## config.mk

```make
export PLATFORM = sky130hd
export DESIGN_NAME = alu_core
export DESIGN_NICKNAME = d
export VERILOG_FILES = /design/src/rtl/alu_core.sv
export SDC_FILE = /design/constraint.sdc
export NUM_CORES = 1
export LEC_CHECK = 0
export ABC_AREA = 1
export CORE_MARGIN = 1
export CORE_UTILIZATION = 45
export CTS_CLUSTER_DIAMETER = 40
export DETAILED_ROUTE_END_ITERATION = 10
export DONT_BUFFER_PORTS = 1
export MAX_ROUTING_LAYER = met4
export PLACE_DENSITY_LB_ADDON = 0.12
export SYNTH_ARGS = -nofsm -noshare
export SYNTH_HDL_FRONTEND = slang
export SYNTH_SLANG_ARGS = --single-unit
```

## constraint.sdc

```tcl
create_clock -name CLK -period 4.5 [get_ports CLK]
set_clock_uncertainty 0.15 [all_clocks]
set_input_delay 0.9 -clock CLK [delete_from_list [all_inputs] [get_ports CLK]]
set_output_delay 0.9 -clock CLK [all_outputs]
set_load 0.03 [all_outputs]
```

## src/rtl/alu_core.sv

```systemverilog
// alu_core: combinational WIDTH-bit ALU with a small registered flag latch.
//
// Result and flags are purely combinational from OP/R1/R2. The flag register
// is the only clocked logic. It captures OVERFLOW/ZF when FLAG_WE is high so
// that a later conditional branch can use them.
//
// Optional feature: define ALU_EXT_OPS_EN to enable the following opcodes:
//   101 SUB, 110 OR, 111 NOT
// Without the macro, opcodes 101-111 produce OUT=0, OVERFLOW=00, ZF=1.
//
// Ports:
//   CLK       in   clock, used only by the flag register
//   RST_N     in   asynchronous active-low reset of the flag register
//   OP        in   [2:0] operation select
//   R1        in   [WIDTH-1:0] operand 1 (low half for shifts)
//   R2        in   [WIDTH-1:0] operand 2 (high half for shifts)
//   FLAG_WE   in   capture OVERFLOW/ZF at the next CLK rising edge
//   OUT       out  [WIDTH-1:0] result (combinational)
//   OVERFLOW  out  [1:0] bit0 unsigned carry/borrow, bit1 signed overflow
//   ZF        out  1 when OUT == 0 (combinational)
//   OVF_R     out  [1:0] registered OVERFLOW
//   ZF_R      out  registered ZF

module alu_core #(
    parameter int unsigned WIDTH = 8
) (
    input  logic             CLK,
    input  logic             RST_N,
    input  logic [2:0]       OP,
    input  logic [WIDTH-1:0] R1,
    input  logic [WIDTH-1:0] R2,
    input  logic             FLAG_WE,
    output logic [WIDTH-1:0] OUT,
    output logic [1:0]       OVERFLOW,
    output logic             ZF,
    output logic [1:0]       OVF_R,
    output logic             ZF_R
);

    localparam logic [2:0] OpAnd = 3'b000;
    localparam logic [2:0] OpXor = 3'b001;
    localparam logic [2:0] OpShl = 3'b010;
    localparam logic [2:0] OpShr = 3'b011;
    localparam logic [2:0] OpAdd = 3'b100;
    localparam logic [2:0] OpSub = 3'b101;
    localparam logic [2:0] OpOr  = 3'b110;
    localparam logic [2:0] OpNot = 3'b111;

    // ------------------------------------------------------------------
    // Arithmetic helpers
    // ------------------------------------------------------------------

    // Adder widened by one bit so that the carry-out falls out directly.
    logic [WIDTH:0] add_sum;
    logic           add_carry;
    logic           add_sovf;

    always_comb begin
        add_sum   = {1'b0, R1} + {1'b0, R2};
        add_carry = add_sum[WIDTH];
        // Signed overflow: operands agree in sign, result sign differs.
        add_sovf  = (R1[WIDTH-1] == R2[WIDTH-1]) && (add_sum[WIDTH-1] != R1[WIDTH-1]);
    end

`ifdef ALU_EXT_OPS_EN
    // Widened subtractor: the top bit is set exactly when R1 < R2 unsigned.
    logic [WIDTH:0] sub_diff;
    logic           sub_borrow;
    logic           sub_sovf;

    always_comb begin
        sub_diff   = {1'b0, R1} - {1'b0, R2};
        sub_borrow = sub_diff[WIDTH];
        // Signed overflow: operand signs differ, result sign differs from R1.
        sub_sovf   = (R1[WIDTH-1] != R2[WIDTH-1]) && (sub_diff[WIDTH-1] != R1[WIDTH-1]);
    end
`endif

    // ------------------------------------------------------------------
    // Result / flag selection
    // ------------------------------------------------------------------
    logic [WIDTH-1:0] result;
    logic [1:0]       ovf;

    always_comb begin
        result = '0;
        ovf    = 2'b00;
        case (OP)
            OpAnd: result = R1 & R2;
            OpXor: result = R1 ^ R2;
            // {R2,R1} << 1, keep the new high half.
            OpShl: result = {R2[WIDTH-2:0], R1[WIDTH-1]};
            // {R2,R1} >> 1, keep the new low half.
            OpShr: result = {R2[0], R1[WIDTH-1:1]};
            OpAdd: begin
                result = add_sum[WIDTH-1:0];
                ovf    = {add_sovf, add_carry};
            end
`ifdef ALU_EXT_OPS_EN
            OpSub: begin
                result = sub_diff[WIDTH-1:0];
                ovf    = {sub_sovf, sub_borrow};
            end
            OpOr:  result = R1 | R2;
            OpNot: result = ~R1;
`else
            // Reserved opcodes: a defined zero result.
            OpSub, OpOr, OpNot: begin
                result = '0;
                ovf    = 2'b00;
            end
`endif
            default: begin
                result = '0;
                ovf    = 2'b00;
            end
        endcase
    end

    assign OUT      = result;
    assign OVERFLOW = ovf;
    assign ZF       = (result == '0);

    // ------------------------------------------------------------------
    // Flag register
    // ------------------------------------------------------------------
    logic [1:0] ovf_d, ovf_q;
    logic       zf_d, zf_q;

    always_comb begin
        ovf_d = ovf_q;
        zf_d  = zf_q;
        if (FLAG_WE) begin
            ovf_d = ovf;
            zf_d  = (result == '0);
        end
    end

    always_ff @(posedge CLK or negedge RST_N) begin
        if (!RST_N) begin
            ovf_q <= 2'b00;
            zf_q  <= 1'b0;
        end else begin
            ovf_q <= ovf_d;
            zf_q  <= zf_d;
        end
    end

    assign OVF_R = ovf_q;
    assign ZF_R  = zf_q;

endmodule

```

* After elaboration in Yosys (flattened, before gate mapping)
Cells that the tools add are included.
** Storage, ports and cells
- Register bits after elaboration :: 3
- Latch bits :: 0
- RAM bits :: 0
- Bits in read-only memories :: 0
- Input bits :: 22
- Output and inout port bits :: 14
- Logic and storage cells :: 20
- Memories kept :: 0
** Operators by class
- Add/sub/neg operators :: 1
- $mul :: 0
- Divide/modulo/power cells :: 0
- Order comparisons :: 0
- Eq/ne operators :: 9
- Shifts and indexed selects :: 0
- Multiplexer cells :: 2
- Bitwise gates (word level) :: 2
- Reductions and logical operators :: 4
** Operators by type and width (count)
- $pmux 8 s6 :: 1
- $eq 3x3->1 const B :: 4
- $add 8x8->9 :: 1
- $and 8x8->8 :: 1
- $logic_not 8->1 :: 1
- $xor 8x8->8 :: 1
- $eq 3x2->1 const B :: 2
- $eq 3x1->1 const B :: 1
- $logic_not 3->1 :: 1
- $reduce_or 3->1 :: 1
- $mux 2 :: 1
- $eq 1x1->1 :: 1
- $logic_and 1x1->1 :: 1
- $ne 1x1->1 :: 1

* Depth between registers and ports, before layout
Gate-level depths: netlist (run 1).
- Word-level depth :: 4
- Gate-level depth with buffers :: 14
- Depth with buffers taken out :: 14

* Least setup slack after synthesis (run 1)
OpenSTA, ideal clock, no wires.
- Path type :: input port to output port
- Start :: input port R1[0]
- End :: output port ZF
- Arrival time :: 2.859 ns
- Required time :: 3.450 ns
- Path slack :: 0.591 ns
- Stages :: 11
- Path buffers :: 0
- Cells stage by stage :: ha_1 -> fa_1 -> nand2_1 -> nand3_1 -> nand3_1 -> nand2_1 -> nand2_1 -> nand3_1 -> a21oi_1 -> nor2_1 -> and2_1
** On the way
- Word-level cells in the longest chain between the ends :: 3
- Elaborated cells between the ends (all ways) :: 5
- Classes of those cells :: 1 x add/sub; 1 x mux; 2 x bitwise; 1 x reduce/logical
** RTL lines
- from (decl) :: line 30 : input logic [WIDTH-1:0] R1,
- $add 8x8->9 :: line 59 : add_sum = {1'b0, R1} + {1'b0, R2};
- $pmux 8 s6 :: line 88 : case (OP)
- via OUT[6] :: line 33 : output logic [WIDTH-1:0] OUT,
- $logic_not 8->1 :: line 122 : assign ZF = (result == '0);
- to (decl) :: line 35 : output logic ZF,
The timed path passes the listed nets, and every way through them passes these cells.

* Final worst setup path (run 1)
Same ends and word-level chain as after synthesis.

==> results.md, run 1 <==
- Portion of the post-synthesis area used by sequential elements: 7.968%
- Top-area cell type share of the netlist area: around 25%
- Result of the run: finished clean
- Post-Syn Area per Cell: 5.263 um^2
- Hold crit path type: input port to async pin
- Total congestion overflow: 0
- Cell total after placement: about 210
- Reg-to-reg startpoint: OVF_R[0]$_DFFE_PN0P_
- IO Pins: 36
- Most used standard cells in the synthesized netlist: nand2_1, inv_1, nand3_1
- Count of nets left with antenna violations after detail routing: 0
- Number of vias after detailed routing: approximately 1100
- Overall fraction of global-route tracks in use: 23.66%
- Post-synth EDFFs: 0
- Crit path time final: 4.002 ns
- Count of cells resized by post-cts repair: 0
- Number of clock buffers inserted by TritonCTS: 3
- CP Max Fanout: 4
- CTS Hold Bufs: 0
- Residual DRC count: 0
- Largest cells by area after synthesis: nand2_1, nand3_1, ha_1
- Static power due to leakage: between 0.6 and 0.7 nW
- Final weighted congestion in routability-driven placement: 0.9226
- Combined area of all synthesized cells: around 940 um^2
- Final-stage net count: 214
- Vias in the first global route: 888
- Antenna fix cells: 0
- Clock latency on the worst-skew pair: 0.24 ns
- HPWL after DPL: 2183 um
- Synthesized flop and latch total: 3
- Buffer cell driving the clock tree root: clkbuf_4
- Startpoint types: input port
- Wire length per cell: 12.61 um
- Max IR drop VDD: 105.5 uV
- Per-cell via count in the routed design: 5.445
- WS Path Type: input port to output pin
- Number of antenna violations at the first check in global routing: 0
- Worst hold margin: approximately 0.21 ns
- RSZ-0062 raised after global routing: false
- Crit path launch: R1[0]
- Critical path capture point type: output pin
- Most used flip-flop cell after synthesis: dfrtp_1
- Clock transition at the register clock pins on the worst setup and hold paths after CTS: 0.04 ns
- Initial cell density of the core: 48.02%
- Worst endpoint required time: 3.45 ns
- Number of library cell types mapped by synthesis: 23
- Tcrit/Tclk final: about nine tenths
- Final total power: approximately 0.19 mW
- Number of hold violations in the final report: 0
- Number of iterations in the first detailed-routing pass: 4
- Pins over their slew limit: 0
- Width of the chip: 47.76 um
- Share of post-route cells with drive strength above 1: 8.242%
- Cell type with the highest aggregate area in the netlist: nand2_1
- Area Growth Syn to Fin: 4.781%
- Number of buffers inserted by port buffering: 0
- CTS tree: done
- Setup Buffers After CTS: 0
- Std-Cell Core Area: 1962 um^2
- Global-route wire length before repair: 3691 um
- Die Footprint: 2281 um^2
- Fraction of registers with async set or reset after synthesis: 100.0%
- Pin count of the biggest net entering global routing: 14
- Cells after synthesis: around 180
- Arrival time at the worst endpoint: 2.95 ns
- Std cell rows: 16
- Measured slew at the worst slew-check pin: around 0.61 ns
- Upper clock frequency limit: 249.9 MHz
- H-tree depth: 1
- Deepest clock path buffer count: 2
- Fin Setup TNS: 0 ns
- Count leader, synth: nand2_1
- Sinks on the clock net: 3
- Aggregate routed wire length: 2635 um
- Die Ht: 47.76 um
- Number of violations reported at the end of detailed-routing iteration 0: 26
- Power per Cell Area: ~190 nW/um^2
- Synthesized netlist net count: 210
- Number of cells in the finished layout apart from fillers: 209
- Count of yosys warnings during synthesis: 0
- Slew margin rel.: 59.28%
- # Max-Cap Violations: 0
- Finish-stage setup viols: 0
cell type report:
| cell class | count | area (um^2) |
|---|---|---|
| Sequential cell | 3 | 75.07 |
| Fill cell | 229 | 974.7 |
| Inverter | 31 | 116.4 |
| Clock buffer | 4 | 26.28 |
| Tap cell | 27 | 33.78 |
| Timing Repair Buffer | 2 | 15.01 |
| Multi-Input combinational cell | 142 | 720.7 |
kinds of logic after synthesis:
logic type | Yosys count | share of synthesized area [%]
simple gates | 121 | 56.71
fa+ha+maj | 9 | 12.75
flops | 3 | 7.968
buf+inv | 34 | 15.54
compound gates | 12 | 7.039
power by group:
group | total (mW) | internal, mW | switching, mW
Clock | 0.0482 | 0.0333 | 0.0149
Sequential | 0.0325 | 0.0286 | 0.00398
Combinational | 0.109 | 0.0324 | 0.0769
flip-flops by register name, indices dropped and copies added (netlist names):
signal / count
OVF_R: 2
ZF_R: 1
stage by stage:
| stage | area (um^2) | worst slack (ns) | utilization [%] |
|---|---|---|---|
| after global routing | 987.2 | 0.3418 | 50.32 |
| after detailed placement | 960.9 | 0.5034 | 48.98 |
| final | 987.2 | 0.4979 | 50.32 |
| after floorplan | 942.2 | 0.5908 | - |
| after global placement | 960.9 | 0.5542 | 48.98 |
| after CTS | 987.2 | 0.5052 | 50.32 |
metal layers:
layer  global-route usage (%)  vias to the layer above  share of wire, %
li1                         -                      576                 -
met1                    32.07                      510                43
met2                    38.65                       50                49
met3                        0                        2               7.1
met4                    6.667                        0              0.65
met5                        -                        -                 0
worst paths after layout:
kind | endpoint | slack, ns | cells after the start
worst max-delay path | ZF | 0.50 | 12
worst min-delay path | ZF_R$_DFFE_PN0P_ | 0.21 | 0
worst max register to register | OVF_R[0]$_DFFE_PN0P_ | 3.54 | 2
worst min register to register | OVF_R[1]$_DFFE_PN0P_ | 0.53 | 2
max in group asynchronous | OVF_R[1]$_DFFE_PN0P_ | 3.92 | 0
min in group CLK | OVF_R[1]$_DFFE_PN0P_ | 0.53 | 2
cells in the final DEF, fill, tap and decap left out, types with 3 or more instances in the layout:
master    netlist  final
nand2_1        63     63
inv_1          26     26
nand3_1        21     21
nor2_1         19     19
nand4_1        11     11
ha_1            8      8
a21oi_1         4      4
inv_2           4      4
o21ai_0         4      4
dfrtp_1         3      3
clkbuf_4        0      3
worst max-delay path, cell delays in order:
cell and delay [ns]:
ha_1 0.23, fa_1 0.43, inv_1 0.07, nand2_1 0.05, nand2_1 0.05, nor2_1 0.04, nor2_1 0.08, nand3_1 0.28
nor2_1 0.23, nand3_1 0.09, nor2_1 0.16, and2_1 0.33
No activity file was read; power rests on OpenSTA's default activity.
==> run 2, diff against run 1 <==
==> constraint.sdc (replaced) <==
create_clock -name CLK -period 3.4 [get_ports CLK]
set_clock_uncertainty 0.15 [all_clocks]
set_input_delay 0.68 -clock CLK [delete_from_list [all_inputs] [get_ports CLK]]
set_output_delay 0.68 -clock CLK [all_outputs]
set_load 0.03 [all_outputs]
==> run 2 against run 1 <==
Against the previous run:
- design area up 4.4%
- core utilization rose by 2.2 points
- die area unchanged
- global-route usage up 2.0 points
- via count grew 1.2%
- total power grew 37%
- cell count up 2.4%
- clock power increased by 28%
- largest cell class unchanged
- highest routed layer unchanged
==> results.md, run 2 (synthesis results as in run 1) <==
- Result of the run: finished clean
- Sequence of cells on the critical path: ha_1 -> fa_1 -> inv_1 -> nand2_1 -> nand2_1 -> nor2_1 -> nor2_1 -> nand3_1 -> nor2_1 -> nand3_1 -> nor2_1 -> and2_1 -> buf_4
- Number of antenna violations at the first check in global routing: 0 (unchanged)
- Die Footprint: 2281 um^2 (unchanged)
- HPWL after DPL: 2251 um (+3.1%)
- Fin Setup TNS: 0 ns (unchanged)
- Total congestion overflow: 0 (unchanged)
- Worst min-delay path endpoint: OVF_R[1]$_DFFE_PN0P_
- Reg-to-reg slack, setup: 2.46 ns (-1.08 ns)
- CTS tree: done
- Global routing met3 resource utilization: 3.396% (+3.4 points)
- Per-cell via count in the routed design: 5.383 (-1.1%)
- Share of post-route cells with drive strength above 1: 10.70% (+2.5 points)
- Final weighted congestion in routability-driven placement: 0.9419 (+2.1%)
- Power per Cell Area: 252.1 nW/um^2 (+31%)
- Final-stage net count: 219 (+2.3%)
- Cell total after placement: 209 (+2.0%)
- Number of hold violations in the final report: 0 (unchanged)
- Static power due to leakage: 0.6341 nW (+4.1%)
- Finish-stage setup viols: 0 (unchanged)
- Overall fraction of global-route tracks in use: 25.65% (+2.0 points)
- Measured slew at the worst slew-check pin: 0.3269 ns (-0.2817 ns)
- Hold crit path type: input port to flop
- Number of violations reported at the end of detailed-routing iteration 0: 52 (+100%)
- Reg-to-reg startpoint: OVF_R[0]$_DFFE_PN0P_
- Reg2reg path depth: 2 (unchanged)
- Most frequent cells in the layout: nand2_1, inv_1, nand3_1
- Number of clock buffers inserted by TritonCTS: 3 (unchanged)
- Count of cells resized by post-cts repair: 0 (unchanged)
- Slack of the critical path: 0.1408 ns (-0.3571 ns)
- Startpoint types: input port
- Clock transition at the register clock pins on the worst setup and hold paths after CTS: 0.04 ns (about the same)
- Sinks on the clock net: 3 (unchanged)
- Number of vias after detailed routing: 1152 (+1.2%)
- Hold-critical path depth: 2
- CTS Hold Bufs: 1 (+1)
- Tcrit/Tclk final: 95.86%
- Crit path time final: 3.259 ns
- Number of cells in the finished layout apart from fillers: 214 (+2.4%)
- Aggregate routed wire length: 2718 um (+3.1%)
- Post-place setup slack: 0.1721 ns (-0.3313 ns)
- Number of iterations in the first detailed-routing pass: 4 (unchanged)
- Upper clock frequency limit: 306.8 MHz
- WS Path Type: input port to output pin
- Worst endpoint required time: 2.57 ns (-0.88 ns)
- Slowest-stage cell, CP: fa_1
- Worst Path Buf+Inv: 2 (+1)
- Number of flip-flops in the largest register: 2 (unchanged)
- Max IR drop VDD: 119.9 uV (+14%)
- Max stage delay on crit path: 0.43 ns (about the same)
- Area Growth Syn to Fin: 9.429%
- Vias in the first global route: 966 (+8.8%)
- Residual DRC count: 0 (unchanged)
- IO Pins: 36 (unchanged)
- Width of the chip: 47.76 um (unchanged)
- Critical path capture point type: output pin
- # Max-Cap Violations: 0 (unchanged)
- Commonest non-fill, non-tap cell in the layout: nand2_1
- Std-Cell Core Area: 1962 um^2 (unchanged)
- Global-route wire length before repair: 4098 um (+11%)
- Arrival time at the worst endpoint: 2.43 ns (-0.52 ns)
- Worst Hold Launch: FLAG_WE
- Std cell rows: 16 (unchanged)
- Setup Buffers After CTS: 0 (unchanged)
- Deepest clock path buffer count: 2 (unchanged)
- GRT met1 Usage: 32.37% (+0.29 points)
- Critical register-to-register path endpoint: OVF_R[0]$_DFFE_PN0P_
- Wire length per cell: 12.70 um (+0.74%)
- Initial cell density of the core: 48.02% (unchanged)
- M2 GR Usage: 41.08% (+2.4 points)
- H-tree depth: 1 (unchanged)
- RSZ-0062 raised after global routing: false
- Final cell utilization of the core: 52.55% (+2.2 points)
- CP Max Fanout: 4 (unchanged)
- Pins over their slew limit: 0 (unchanged)
- Clock latency on the worst-skew pair: 0.23 ns (about the same)
- Slew margin rel.: 78.09% (+19 points)
- Count of nets left with antenna violations after detail routing: 0 (unchanged)
- Antenna fix cells: 0 (unchanged)
- Busiest grt layer: met2
- Library cell appearing most often on the critical path: nor2_1
- Die Ht: 47.76 um (unchanged)
- Pin count of the biggest net entering global routing: 14 (unchanged)
- Largest delay share family, worst path: simple AND/OR/NAND/NOR gates
- Number of buffers inserted by port buffering: 0 (unchanged)
- Buffer cell driving the clock tree root: clkbuf_4
run 2: worst max path at each step:
stage,start,to,slack (ns),cells past startpoint
final,R1[0],ZF,0.14,13
after global routing,R1[0],ZF,0.004,13
after CTS,R1[0],ZF,0.14,13
after detailed placement,R1[0],ZF,0.17,13
after global placement,R1[0],ZF,0.19,13
after floorplan,R1[0],ZF,0.07,12
run 2: per-layer routing:
| metal | part of all wire [%] | wire [um] | vias to the layer above |
|---|---|---|---|
| met5 | 0 | 0 | - |
| met4 | 0.77 | 21 | 0 |
| met3 | 9.5 | 259 | 2 |
| met2 | 48 | 1309 | 65 |
| met1 | 41 | 1127 | 494 |
| li1 | - | - | 591 |
run 2: power breakdown:
part	switching (mW)	internal, mW
Combinational	0.105	0.0502
Sequential	0.00512	0.0378
Clock	0.0178	0.0439
run 2: cell type report:
type                       instances  area, um^2
sequential                         3       75.07
clock buffer                       4       26.28
multi-input combinational        142       724.4
inverter                          31       116.4
tap                               27       33.78
fill                             209       930.9
timing repair buffer               7       55.05
run 2: through the flow:
stage | area (um^2) | power [mW] | hold WS, ns
after floorplan | 945.9 | 0.1681 | 0.2344
final | 1031 | 0.2599 | 0.4161
after detailed placement | 994.7 | 0.1944 | 0.2345
after global routing | 1031 | 0.2850 | 0.4247
after global placement | 994.7 | 0.1936 | 0.2345
after CTS | 1031 | 0.2602 | 0.4165
==> run 3, diff against run 2 <==
--- a/config.mk
+++ b/config.mk
@@ -7,7 +7,7 @@
 export LEC_CHECK = 0
 export ABC_AREA = 1
 export CORE_MARGIN = 1
-export CORE_UTILIZATION = 45
+export CORE_UTILIZATION = 28
 export CTS_CLUSTER_DIAMETER = 40
 export DETAILED_ROUTE_END_ITERATION = 10
 export DONT_BUFFER_PORTS = 1
==> run 3 against run 2 <==
Against the previous run:
- sequential cell count stayed put
- worst hold slack better by 0.018 ns
- global-route usage is 8.1 points lower
- total power is 2.4% higher
- setup slack better by 0.050 ns
- critical endpoint unchanged
- wire length is 7.4% higher
- cell count is 7.9% higher
- fmax is 1.6% higher
- design area is 4.0% higher
- critical path type unchanged
- core utilization is 18 points lower
- via count is 1.3% lower
- sequential share of layout area is 0.28 points lower
==> results.md, run 3 (synthesis results as in run 1) <==
- Post-place setup slack: 0.1096 ns (-0.06254 ns)
- Number of violations reported at the end of detailed-routing iteration 0: 42 (-19%)
- Residual DRC count: 0 (unchanged)
- Result of the run: finished clean
- Critical path capture point type: output pin
- Width of the chip: 60.01 um (+26%)
- Aggregate routed wire length: 2919 um (+7.4%)
- Startpoint types: input port
- Largest delay share family, worst path: simple AND/OR/NAND/NOR gates
- Filler Cell Count: 370 (+77%)
- Final weighted congestion in routability-driven placement: 0.8812 (-6.4%)
- Slowest-stage cell, CP: fa_2
- Die Ht: 60.01 um (+26%)
- Clock latency on the worst-skew pair: 0.23 ns (about the same)
- Sinks on the clock net: 3 (unchanged)
- Number of clock buffers inserted by TritonCTS: 3 (unchanged)
- Sequence of cells on the critical path: ha_1 -> fa_2 -> inv_1 -> nand2_1 -> nand2_1 -> nor2_1 -> nor2_1 -> nand3_1 -> nor2_2 -> nand3_1 -> nor2_2 -> and2_1 -> buf_12
- Clock transition at the register clock pins on the worst setup and hold paths after CTS: 0.04 ns (about the same)
- Vias in the first global route: 1107 (+15%)
- Worst endpoint required time: 2.57 ns (about the same)
- Post-route design area: 1072 um^2 (+4.0%)
- Number of antenna violations at the first check in global routing: 0 (unchanged)
- Post-placement cell area: 1028 um^2 (+3.4%)
- CTS tree: done
- Finish-stage setup viols: 0 (unchanged)
- Share of post-route cells with drive strength above 1: 12.30% (+1.6 points)
- Deepest clock path buffer count: 2 (unchanged)
- Measured slew at the worst slew-check pin: 0.4349 ns (+0.1079 ns)
- Area Growth Syn to Fin: 13.81%
- Worst Path Buf+Inv: 2 (unchanged)
- Max stage delay on crit path: 0.37 ns (-0.06 ns)
- Number of flip-flops in the largest register: 2 (unchanged)
- Hold crit path type: input port to flop
- Fin Setup TNS: 0 ns (unchanged)
- Slack of the critical path: 0.1912 ns (+0.05042 ns)
- Total congestion overflow: 0 (unchanged)
- Initial cell density of the core: 30.12% (-18 points)
- Std cell rows: 20 (+4)
- H-tree depth: 1 (unchanged)
- Number of cells in the finished layout apart from fillers: 231 (+7.9%)
- RSZ-0062 raised after global routing: false
- Number of iterations in the first detailed-routing pass: 4 (unchanged)
- Number of buffers inserted by port buffering: 0 (unchanged)
- Pin count of the biggest net entering global routing: 14 (unchanged)
- Multi-input gate area: 732.0 um^2 (+1.0%)
- Buffer cell driving the clock tree root: clkbuf_4
- Slew margin rel.: 70.92% (-7.2 points)
- Max IR drop VDD: 62.30 uV (-48%)
- Setup Buffers After CTS: 0 (unchanged)
- Global-route wire length before repair: 4733 um (+15%)
- Wire length per cell: 12.64 um (-0.51%)
- Per-cell via count in the routed design: 4.922 (-8.6%)
- Commonest non-fill, non-tap cell in the layout: nand2_1
- Overall fraction of global-route tracks in use: 17.59% (-8.1 points)
- Most frequent cells in the layout: nand2_1, inv_1, nand3_1
- Crit path time final: 3.209 ns (-0.05042 ns)
- Std-Cell Core Area: 3128 um^2 (+59%)
- Power per Cell Area: 248.2 nW/um^2 (-1.5%)
- WS Path Type: input port to output pin
- Arrival time at the worst endpoint: 2.38 ns (-0.05 ns)
- Upper clock frequency limit: 311.6 MHz (+1.6%)
- Tcrit/Tclk final: 94.38% (-1.5 points)
- Pins over their slew limit: 0 (unchanged)
- # Max-Cap Violations: 0 (unchanged)
- Static power due to leakage: 0.6361 nW (+0.31%)
- CP Max Fanout: 3 (-1)
- Cell total after placement: 226 (+8.1%)
- Die Footprint: 3601 um^2 (+58%)
- Count of nets left with antenna violations after detail routing: 0 (unchanged)
- Antenna fix cells: 0 (unchanged)
- Number of vias after detailed routing: 1137 (-1.3%)
- Seq. cell area: 75.07 um^2 (unchanged)
- IO Pins: 36 (unchanged)
- HPWL after DPL: 2487 um (+10%)
- Final-stage net count: 219 (unchanged)
- Number of hold violations in the final report: 0 (unchanged)
## run 3: changes by cell type in the layout (fill, tap and decap cells not counted)
cell,previous run,this run
buf_12,0,1
buf_4,6,5
fa_1,1,0
fa_2,0,1
nor2_1,19,17
nor2_2,0,2
## run 3: what timing repair did
item / CTS / global route
resized for setup: 0 / 3
hold buffers: 1 / 0
setup endpoints to repair: 0 / 1
endpoints found under the hold margin: 3 / 0
## run 3: cell type report
cell class                      count  share of cell area (%)
Clock buffer                        4                   2.450
Tap cell                           44                   5.134
Timing Repair Buffer                7                   6.301
Multi-Input combinational cell    142                   68.26
Sequential cell                     3                   7.001
Inverter                           31                   10.85
## run 3: stage by stage
| step | util (%) | total power [mW] | hold slack, ns |
|---|---|---|---|
| final | 34.28 | 0.2661 | 0.4343 |
| after detailed placement | 32.88 | 0.1983 | 0.2345 |
| after global routing | 34.28 | 0.2929 | 0.4281 |
| after global placement | 32.88 | 0.2005 | 0.2345 |
| after CTS | 34.04 | 0.2674 | 0.4313 |
| after floorplan | - | 0.1681 | 0.2344 |
## run 3: worst reg2reg max path: cells and delay by family (launching register included)
family | cells | cell delay (ns)
AND/OR/NAND/NOR | 1 | 0.10
flip-flops | 1 | 0.48
AO/OA/AOI/OAI | 1 | 0.07
## run 3: final timing paths
check / startpoint / endpoint / slack, ns / depth (start not counted)
setup / recovery: R1[0] / ZF / 0.19 / 13
setup reg to reg: OVF_R[0]$_DFFE_PN0P_ / OVF_R[0]$_DFFE_PN0P_ / 2.47 / 2
max in group asynchronous: RST_N / OVF_R[1]$_DFFE_PN0P_ / 2.40 / 1
hold / removal: FLAG_WE / OVF_R[1]$_DFFE_PN0P_ / 0.43 / 2
min in group asynchronous: RST_N / OVF_R[0]$_DFFE_PN0P_ / 0.55 / 1
hold reg to reg: ZF_R$_DFFE_PN0P_ / ZF_R$_DFFE_PN0P_ / 0.53 / 2
## run 3: report_power, final
group / internal, mW / switching, mW
Combinational: 0.0527 / 0.107
Sequential: 0.0378 / 0.00518
Clock: 0.0441 / 0.0196
## run 3: routing by layer
| layer | share of wire, % | vias to the layer above | global-route usage (%) | routed length [um] |
|---|---|---|---|---|
| li1 | - | 592 | - | - |
| met1 | 43 | 510 | 20.96 | 1265 |
| met2 | 51 | 35 | 32.54 | 1490 |
| met3 | 5.6 | 0 | 1.082 | 164 |
| met4 | 0 | 0 | 2.990 | 0 |
| met5 | 0 | - | - | 0 |
